`config.mk`:
```
export PLATFORM = sky130hd
export DESIGN_NAME = scoreboard_multiport_flat
export DESIGN_NICKNAME = d
export VERILOG_FILES = /design/src/rtl/scoreboard_multiport_if.sv /design/src/rtl/scoreboard_multiport.sv /design/src/flat_wrapper.sv
export SDC_FILE = /design/constraint.sdc
export NUM_CORES = 1
export LEC_CHECK = 0
export CAP_MARGIN = 20
export CELL_PAD_IN_SITES_DETAIL_PLACEMENT = 0
export CELL_PAD_IN_SITES_GLOBAL_PLACEMENT = 2
export CORE_MARGIN = 8
export CORE_UTILIZATION = 30
export DETAILED_ROUTE_END_ITERATION = 6
export HOLD_SLACK_MARGIN = 0.1
export PLACE_DENSITY_LB_ADDON = 0.1
export SYNTH_ARGS = -nofsm -noshare
export SYNTH_HDL_FRONTEND = slang
export SYNTH_SLANG_ARGS = --single-unit
```
`constraint.sdc`:
```
create_clock -name clock -period 4.64 [get_ports clock]
set_clock_uncertainty 0.1 [all_clocks]
set_input_delay 1.16 -clock clock [delete_from_list [all_inputs] [get_ports clock]]
set_output_delay 1.16 -clock clock [all_outputs]
set_load 0.05 [all_outputs]
```
`src/rtl/scoreboard_multiport_if.sv`:
```
// Decode/writeback-side bundle for the multi-port register scoreboard.
// master: pipeline control that issues lookups, sets, clears and flushes.
// slave:  the scoreboard itself.
interface scoreboard_multiport_if #(
  parameter int NUM_READ = 2,
  parameter int ADDR_W   = 5,
  parameter int CNT_W    = 2
);
  logic [NUM_READ*ADDR_W-1:0] rd_addr;
  logic [NUM_READ-1:0]        rd_pending;
  logic [NUM_READ*CNT_W-1:0]  rd_count;
  logic [NUM_READ-1:0]        rd_stall;
  logic                       wr_en;
  logic [ADDR_W-1:0]          wr_addr;
  logic [CNT_W-1:0]           wr_latency;
  logic                       clr_en;
  logic [ADDR_W-1:0]          clr_addr;
  logic                       advance;
  logic                       flush;
  logic [ADDR_W:0]            pending_count;

  modport master (
    output rd_addr, wr_en, wr_addr, wr_latency, clr_en, clr_addr, advance, flush,
    input  rd_pending, rd_count, rd_stall, pending_count
  );

  modport slave (
    input  rd_addr, wr_en, wr_addr, wr_latency, clr_en, clr_addr, advance, flush,
    output rd_pending, rd_count, rd_stall, pending_count
  );
endinterface

```
`src/rtl/scoreboard_multiport.sv`:
```
// Register scoreboard: per-register pending flag and countdown until the
// in-flight result becomes forwardable. NUM_READ combinational lookup ports,
// one set port (decode), one clear port (writeback), global flush.
module scoreboard_multiport #(
  parameter int NUM_REGS      = 32,
  parameter int ADDR_W        = 5,
  parameter int NUM_READ      = 2,
  parameter int CNT_W         = 2,
  parameter bit HARDWIRE_ZERO = 1'b1
) (
  input logic                  clock,
  input logic                  reset,
  scoreboard_multiport_if.slave sb
);

  logic [NUM_REGS-1:0] pend_q, pend_d;
  logic [CNT_W-1:0]    cnt_q [NUM_REGS];
  logic [CNT_W-1:0]    cnt_d [NUM_REGS];
  logic [ADDR_W:0]     pc_q, pc_d;
  logic                inc, dec;
  logic                set_hit, clr_hit, writable;

  // Next state per entry: set beats clear beats countdown; flush wipes all.
  // Out-of-range addresses never match a loop index, so they fall out as no-ops.
  always_comb begin
    pend_d   = pend_q;
    cnt_d    = cnt_q;
    pc_d     = pc_q;
    inc      = 1'b0;
    dec      = 1'b0;
    set_hit  = 1'b0;
    clr_hit  = 1'b0;
    writable = 1'b0;
    if (sb.flush) begin
      pend_d = '0;
      for (int unsigned i = 0; i < NUM_REGS; i++) cnt_d[i] = '0;
      pc_d = '0;
    end else begin
      for (int unsigned i = 0; i < NUM_REGS; i++) begin
        writable = !(HARDWIRE_ZERO && i == 0);
        set_hit  = writable && sb.wr_en  && (sb.wr_addr  == ADDR_W'(i));
        clr_hit  = writable && sb.clr_en && (sb.clr_addr == ADDR_W'(i));
        if (set_hit) begin
          if (!pend_q[i]) inc = 1'b1;
          pend_d[i] = 1'b1;
          cnt_d[i]  = sb.wr_latency;
        end else if (clr_hit) begin
          if (pend_q[i]) dec = 1'b1;
          pend_d[i] = 1'b0;
          cnt_d[i]  = '0;
        end else if (pend_q[i] && cnt_q[i] != '0 && sb.advance) begin
          cnt_d[i] = cnt_q[i] - CNT_W'(1);
        end
      end
      pc_d = pc_q + (ADDR_W+1)'(inc) - (ADDR_W+1)'(dec);
    end
  end

  // State registers with synchronous active-low reset.
  always_ff @(posedge clock) begin
    if (!reset) begin
      pend_q <= '0;
      for (int unsigned i = 0; i < NUM_REGS; i++) cnt_q[i] <= '0;
      pc_q   <= '0;
    end else begin
      pend_q <= pend_d;
      cnt_q  <= cnt_d;
      pc_q   <= pc_d;
    end
  end

  // Lookup ports: pure mux over current state; register 0 and unmapped
  // addresses read as all zero.
  always_comb begin
    sb.rd_pending = '0;
    sb.rd_count   = '0;
    sb.rd_stall   = '0;
    for (int unsigned k = 0; k < NUM_READ; k++) begin
      for (int unsigned i = 0; i < NUM_REGS; i++) begin
        if (sb.rd_addr[k*ADDR_W +: ADDR_W] == ADDR_W'(i) && !(HARDWIRE_ZERO && i == 0)) begin
          sb.rd_pending[k]             = pend_q[i];
          sb.rd_count[k*CNT_W +: CNT_W] = cnt_q[i];
          sb.rd_stall[k]               = pend_q[i] && (cnt_q[i] != '0);
        end
      end
    end
  end

  assign sb.pending_count = pc_q;

endmodule

```
`src/flat_wrapper.sv`:
```
// flat-port wrapper written by rule: the top's interface ports become plain ports
module scoreboard_multiport_flat 
#(
  parameter int NUM_REGS      = 32,
  parameter int ADDR_W        = 5,
  parameter int NUM_READ      = 2,
  parameter int CNT_W         = 2,
  parameter bit HARDWIRE_ZERO = 1'b1
)
  (clock, reset, sb_rd_addr, sb_wr_en, sb_wr_addr, sb_wr_latency, sb_clr_en, sb_clr_addr, sb_advance, sb_flush, sb_rd_pending, sb_rd_count, sb_rd_stall, sb_pending_count);
  scoreboard_multiport_if #(.NUM_READ(NUM_READ), .ADDR_W(ADDR_W), .CNT_W(CNT_W)) sb_i ();
  input logic clock;
  input logic reset;
  input wire logic [$bits(sb_i.rd_addr)-1:0] sb_rd_addr;
  input wire logic [$bits(sb_i.wr_en)-1:0] sb_wr_en;
  input wire logic [$bits(sb_i.wr_addr)-1:0] sb_wr_addr;
  input wire logic [$bits(sb_i.wr_latency)-1:0] sb_wr_latency;
  input wire logic [$bits(sb_i.clr_en)-1:0] sb_clr_en;
  input wire logic [$bits(sb_i.clr_addr)-1:0] sb_clr_addr;
  input wire logic [$bits(sb_i.advance)-1:0] sb_advance;
  input wire logic [$bits(sb_i.flush)-1:0] sb_flush;
  output wire logic [$bits(sb_i.rd_pending)-1:0] sb_rd_pending;
  output wire logic [$bits(sb_i.rd_count)-1:0] sb_rd_count;
  output wire logic [$bits(sb_i.rd_stall)-1:0] sb_rd_stall;
  output wire logic [$bits(sb_i.pending_count)-1:0] sb_pending_count;
  assign sb_i.rd_addr = sb_rd_addr;
  assign sb_i.wr_en = sb_wr_en;
  assign sb_i.wr_addr = sb_wr_addr;
  assign sb_i.wr_latency = sb_wr_latency;
  assign sb_i.clr_en = sb_clr_en;
  assign sb_i.clr_addr = sb_clr_addr;
  assign sb_i.advance = sb_advance;
  assign sb_i.flush = sb_flush;
  assign sb_rd_pending = sb_i.rd_pending;
  assign sb_rd_count = sb_i.rd_count;
  assign sb_rd_stall = sb_i.rd_stall;
  assign sb_pending_count = sb_i.pending_count;
  scoreboard_multiport #(.NUM_REGS(NUM_REGS), .ADDR_W(ADDR_W), .NUM_READ(NUM_READ), .CNT_W(CNT_W), .HARDWIRE_ZERO(HARDWIRE_ZERO)) u_core (.clock(clock), .reset(reset), .sb(sb_i));
endmodule
```
After elaboration in Yosys (flattened, before gate mapping) --
Index checks and enable logic that the tools add are counted.
Operators by class: add/sub/neg operators 33, equal/unequal tests 124, multiplexer cells 512, bitwise operators 1, reductions and logical operators 218
Operator list (count):
- 1-bit 2-to-1 mux | 357
- 5-bit == test (second input constant) | 64
- 2-bit 2-to-1 mux | 155
- 5-bit by 4-bit == test with 1-bit output (second input constant) | 32
- 1-bit logical AND | 124
- 2-bit nonzero test | 62
- 3-bit nonzero test | 31
- 5-bit by 3-bit == test with 1-bit output (second input constant) | 16
- 2-bit by 1-bit subtractor with 2-bit output (second input constant) | 31
- 5-bit by 2-bit == test with 1-bit output (second input constant) | 8
- 5-bit by 1-bit == test with 1-bit output (second input constant) | 4
- 6-bit by 1-bit adder with 6-bit output | 1
- 6-bit by 1-bit subtractor with 6-bit output | 1
- 2-bit OR reduction | 1
- 1-bit inverter | 1
Storage, ports and cells: bits in registers 99, input port bits 28, output and inout port bits 14, logic and storage cells 951

Depth between registers and ports, before layout --
depth in word-level cells 103, gate-level depth with buffers 18, gate-level depth less buffers 16

Worst setup path after synthesis --
OpenSTA, ideal clock, no wires.
path kind input to output, from in sb_rd_addr[8], to out sb_rd_pending[1], arrival time 3.434 ns, data required time 3.380 ns, slack -0.054 ns, stages 6, cells stage by stage or3_4 or4_1 a22oi_1 o21ai_1 a211o_1 a31oi_1
On the way: word-level cells in the longest chain between the ends 32, elaborated cells between the ends (all ways) 62
RTL lines:
- start: declaration | line flat_wrapper.sv:14 | input wire logic [$bits(sb_i.rd_addr)-1:0] sb_rd_addr;
- 5-bit by 1-bit == test with 1-bit output | line scoreboard_multiport.sv:80 | if (sb.rd_addr[k*ADDR_W +: ADDR_W] == ADDR_W'(i) && !(HARDWIRE_ZERO && i == 0)) begin
- 1-bit 2-to-1 mux (30 in series) | line scoreboard_multiport.sv:80
- 1-bit 2-to-1 mux * | line scoreboard_multiport.sv:80
- end: declaration | line flat_wrapper.sv:22 | output wire logic [$bits(sb_i.rd_pending)-1:0] sb_rd_pending;
Mark *: on every way between the ends. The rest lies on a longest branch, timed or not.

Final worst setup path --
from in sb_rd_addr[7], to out sb_rd_count[3]
On the way: word-level cells in the longest chain between the ends 32, elaborated cells between the ends (all ways) 62
RTL lines:
- 5-bit by 1-bit == test with 1-bit output | line scoreboard_multiport.sv:80
- 2-bit 2-to-1 mux (30 in series) | line scoreboard_multiport.sv:80
- 2-bit 2-to-1 mux * | line scoreboard_multiport.sv:80
- end: declaration | line flat_wrapper.sv:23 | output wire logic [$bits(sb_i.rd_count)-1:0] sb_rd_count;
Marked as above.

==> metrics.md <==
| Metric | Value |
|---|---|
| Outcome | completed |
| Top-count cell post-synth | nor2_1 |
| Dominant cells by area after synthesis | dfxtp_1, nor2_1, nand2_1, a21oi_1, ha_1 |
| Clk_lat worst skew | 0.35 ns |
| Port bufs | 41 |
| Post-DR wirelength/cell | 25.7 um |
| Setup WS post-layout | 0.0237 ns |
| R2r setup slk | 1.57 ns |
| Startpoint types | input port |
| Simple-Gate Fraction of Synth Area | 31.0% |
| Worst Max-Slew Pin Slew | 0.606 ns |
| Nets | 1664 |
| Fmax | 217 MHz |
| Max Slew Vio Count | 0 |
| Residual DRC | 0 |
| # IOs | 42 |
| Rows | 65 |
| All-Layer GR Usage | 26.2% |
| Pre-CTS WS | -0.461 ns |
| Start-to-end type of the worst setup path | in2out |
| Hold Buf Count CTS | 0 |
| CTS clock-pin slew for the worst setup and hold paths | 0.07 ns |
| Initial cell density of the core | 30.5% |
| CP delay by family, top | buffers and inverters |
| Leak pwr | 4.39 nW |
| Post-synth EDFFs | 0 |
| WP data arrival | 3.36 ns |
| Die ar. | 38000 sq um |
| CP dominant cell by count | buf_4 |
| TritonRoute pass-1 iters | 5 |
| Max incr delay on CP | 0.36 ns |
| Period utilisation layout | 99.5% |
| Synth cell count leaders | nor2_1, nand2_1, a21oi_1 |
| Final setup viols | 0 |
| Sequential-to-total area share from yosys stat | 20.6% |
| Routing usage on met3 | 3.49% |
| Top FF cell, synth | dfxtp_1 |
| Vias in the first global route | 11200 |
| Mean post-synth cell area | 6.82 sq um |
| Fraction of synthesized area in multiplexers | 3.36% |
| Met1 usage | 36.6% |
| Slew HR | 59.5% |
| P per Cell Area | 180 nW/um^2 |
| Initial antenna violation count | 1 |
| Tmin final | 4.62 ns |
| 1st-iter DRT viols | 822 |
| Number of vias per cell | 5.83 |
| Post-Syn Nets | 1476 |
| Post-synthesis compound-gate area fraction | 28.5% |
| FF+latch area | 1980 sq um |
| Synth-to-layout area growth | 29.9% |
| Clock Path Buffers | 2 |
| Synth area leader | dfxtp_1 |
| CP Cell Sequence | dlygate4sd2_1 -> buf_4 -> nor2b_1 -> buf_4 -> a22oi_1 -> a2bb2oi_1 -> a2111oi_1 -> buf_4 -> o31ai_2 -> a21oi_2 -> buf_4 -> buf_12 |
| Die Ht | 195 um |
| Pwr Total | 2.24 mW |
| Crit. End Element | output pin |
| Num CTS Buffers | 9 |
| Layout cell share with drive strength beyond 1 | 20.0% |
| XOR/XNOR Fraction of Synth Area | 3.28% |
| Largest family of logic cells by synthesized area | simple AND/OR/NAND/NOR gates |
| Max_cap viols | 0 |
| Finished layout cell area | 12500 sq um |
| Max IR drop VDD | 0.146 mV |
| Area of the mapped netlist | 9620 sq um |
| Multi-input gate area | 7030 sq um |
| Final Hold Fails | 0 |
| CP required | 3.38 ns |
| ANT nets after route | 0 |
| Synth Instances | 1410 |
| Synth unique cells | 84 |
| Die Width | 195 um |
| DP Area | 12000 sq um |
| Worst Hold Class | reg2reg |
| Worst Path Max Fanout | 9 |
| Detailed Route WL | 51500 um |
| GPL Wtd Cong | 0.946 |
| Synth Warn # | 0 |
| Fill cell count | 3415 |
| Largest net degree at the start of global routing | 44 |
| Crit path buffers/inverters | 6 |
| Clk sink count | 99 |
| Met2 usage | 39.5% |
| Clock Tree Root | clkbuf_16 |
| Busiest grt layer | met2 |
| Detail Placement HPWL | 41800 um |
| Vias post-DR | 11700 |
| Core area | 31600 sq um |
| CTS H-tree lvls | 3 |
| Post-Synth Adder-Cell Area | 5.02% |
| First-pass GRT wire length | 75000 um |
| Ys async rst share | 0% |
| Share of the synthesized area in the top cell type | 20.6% |
| Synthesized flop and latch total | 99 |
| GR Overflow Total | 0 |
| Slowest cell on crit path | o31ai_2 |
| TritonCTS clock tree | yes |
| Hold_ws | 0.519 ns |
-- placed cells by master, fill, tap and decap left out, drive strengths merged, types with 37 or more instances in the layout --
cell type  netlist  layout
buf             38     247
nor2           171     171
o21ai           89      89
a21oi          118     118
dfxtp           99      99
inv             85      86
nor2b           47      47
a22oi           61      61
ha              37      37
nand2          158     158
nand3           50      50
-- timing repair --
| item | in CTS | in global routing |
|---|---|---|
| endpoints found under the setup margin | 8 | 9 |
| pin swaps | 18 | 7 |
| resized for setup | 46 | 20 |
| gates cloned | 0 | 0 |
| setup buffers | 3 | 0 |
-- flip-flops by register name, indices dropped and copies added (netlist names) --
register                 count
u_core.cnt_q                62
u_core.pend_q               31
u_core.sb.pending_count      6
-- cell type report --
type	count	area share, %
clock buffer	13	2.08
inverter	85	2.55
antenna	1	0.0200
clock inverter	3	0.170
multi-input combinational	1124	56.2
sequential	99	15.9
tap	402	4.02
timing repair buffer	279	19.1
-- path summary, 6_finish.rpt --
check,start,to,cells after the start
setup / recovery,sb_rd_addr[7],sb_rd_count[3],12
hold / removal,u_core.cnt_q[13],u_core.cnt_q[13],4
hold reg to reg,u_core.cnt_q[13],u_core.cnt_q[13],4
setup reg to reg,u_core.pend_q[27],u_core.sb.pending_count[4],14
-- power breakdown --
| part | internal, mW | switching, mW |
|---|---|---|
| combinational | 0.269 | 0.374 |
| clock | 0.396 | 0.341 |
| sequential | 0.855 | 0.00851 |
| total | 1.52 | 0.724 |
-- tightest hold or removal path, stage by stage, from the launching register on --
cell     delay, ns
dfxtp_1       0.31
nand2_1       0.05
o21ai_0       0.08
nand3_1       0.08
a21oi_1       0.06
-- layer usage --
| layer | vias to the layer above | routed length (um) |
|---|---|---|
| li1 | 5475 | - |
| met4 | 0 | 2270 |
| met1 | 5622 | 23800 |
| met2 | 491 | 21900 |
| met5 | - | 0 |
| met3 | 103 | 3500 |
-- metrics by stage --
step | setup TNS (ns) | utilization, % | cells
2_1_floorplan | 0 | - | 1410
3_3_place_gp | -3.15 | 37.9 | 1986
3_5_place_dp | -2.69 | 37.9 | 1986
4_1_cts | 0 | 39.4 | 2005
5_1_grt | -0.00128 | 39.6 | 2005
6_report | 0 | 39.6 | 2006
-- logic make-up after synthesis --
| kind of cell | count (synthesis) |
|---|---|
| compound gates | 425 |
| xor+xnor | 36 |
| fa+ha+maj | 38 |
| buf+inv | 187 |
| flops | 99 |
| mux | 28 |
| simple gates | 597 |
(Power assumes the default switching activity.)
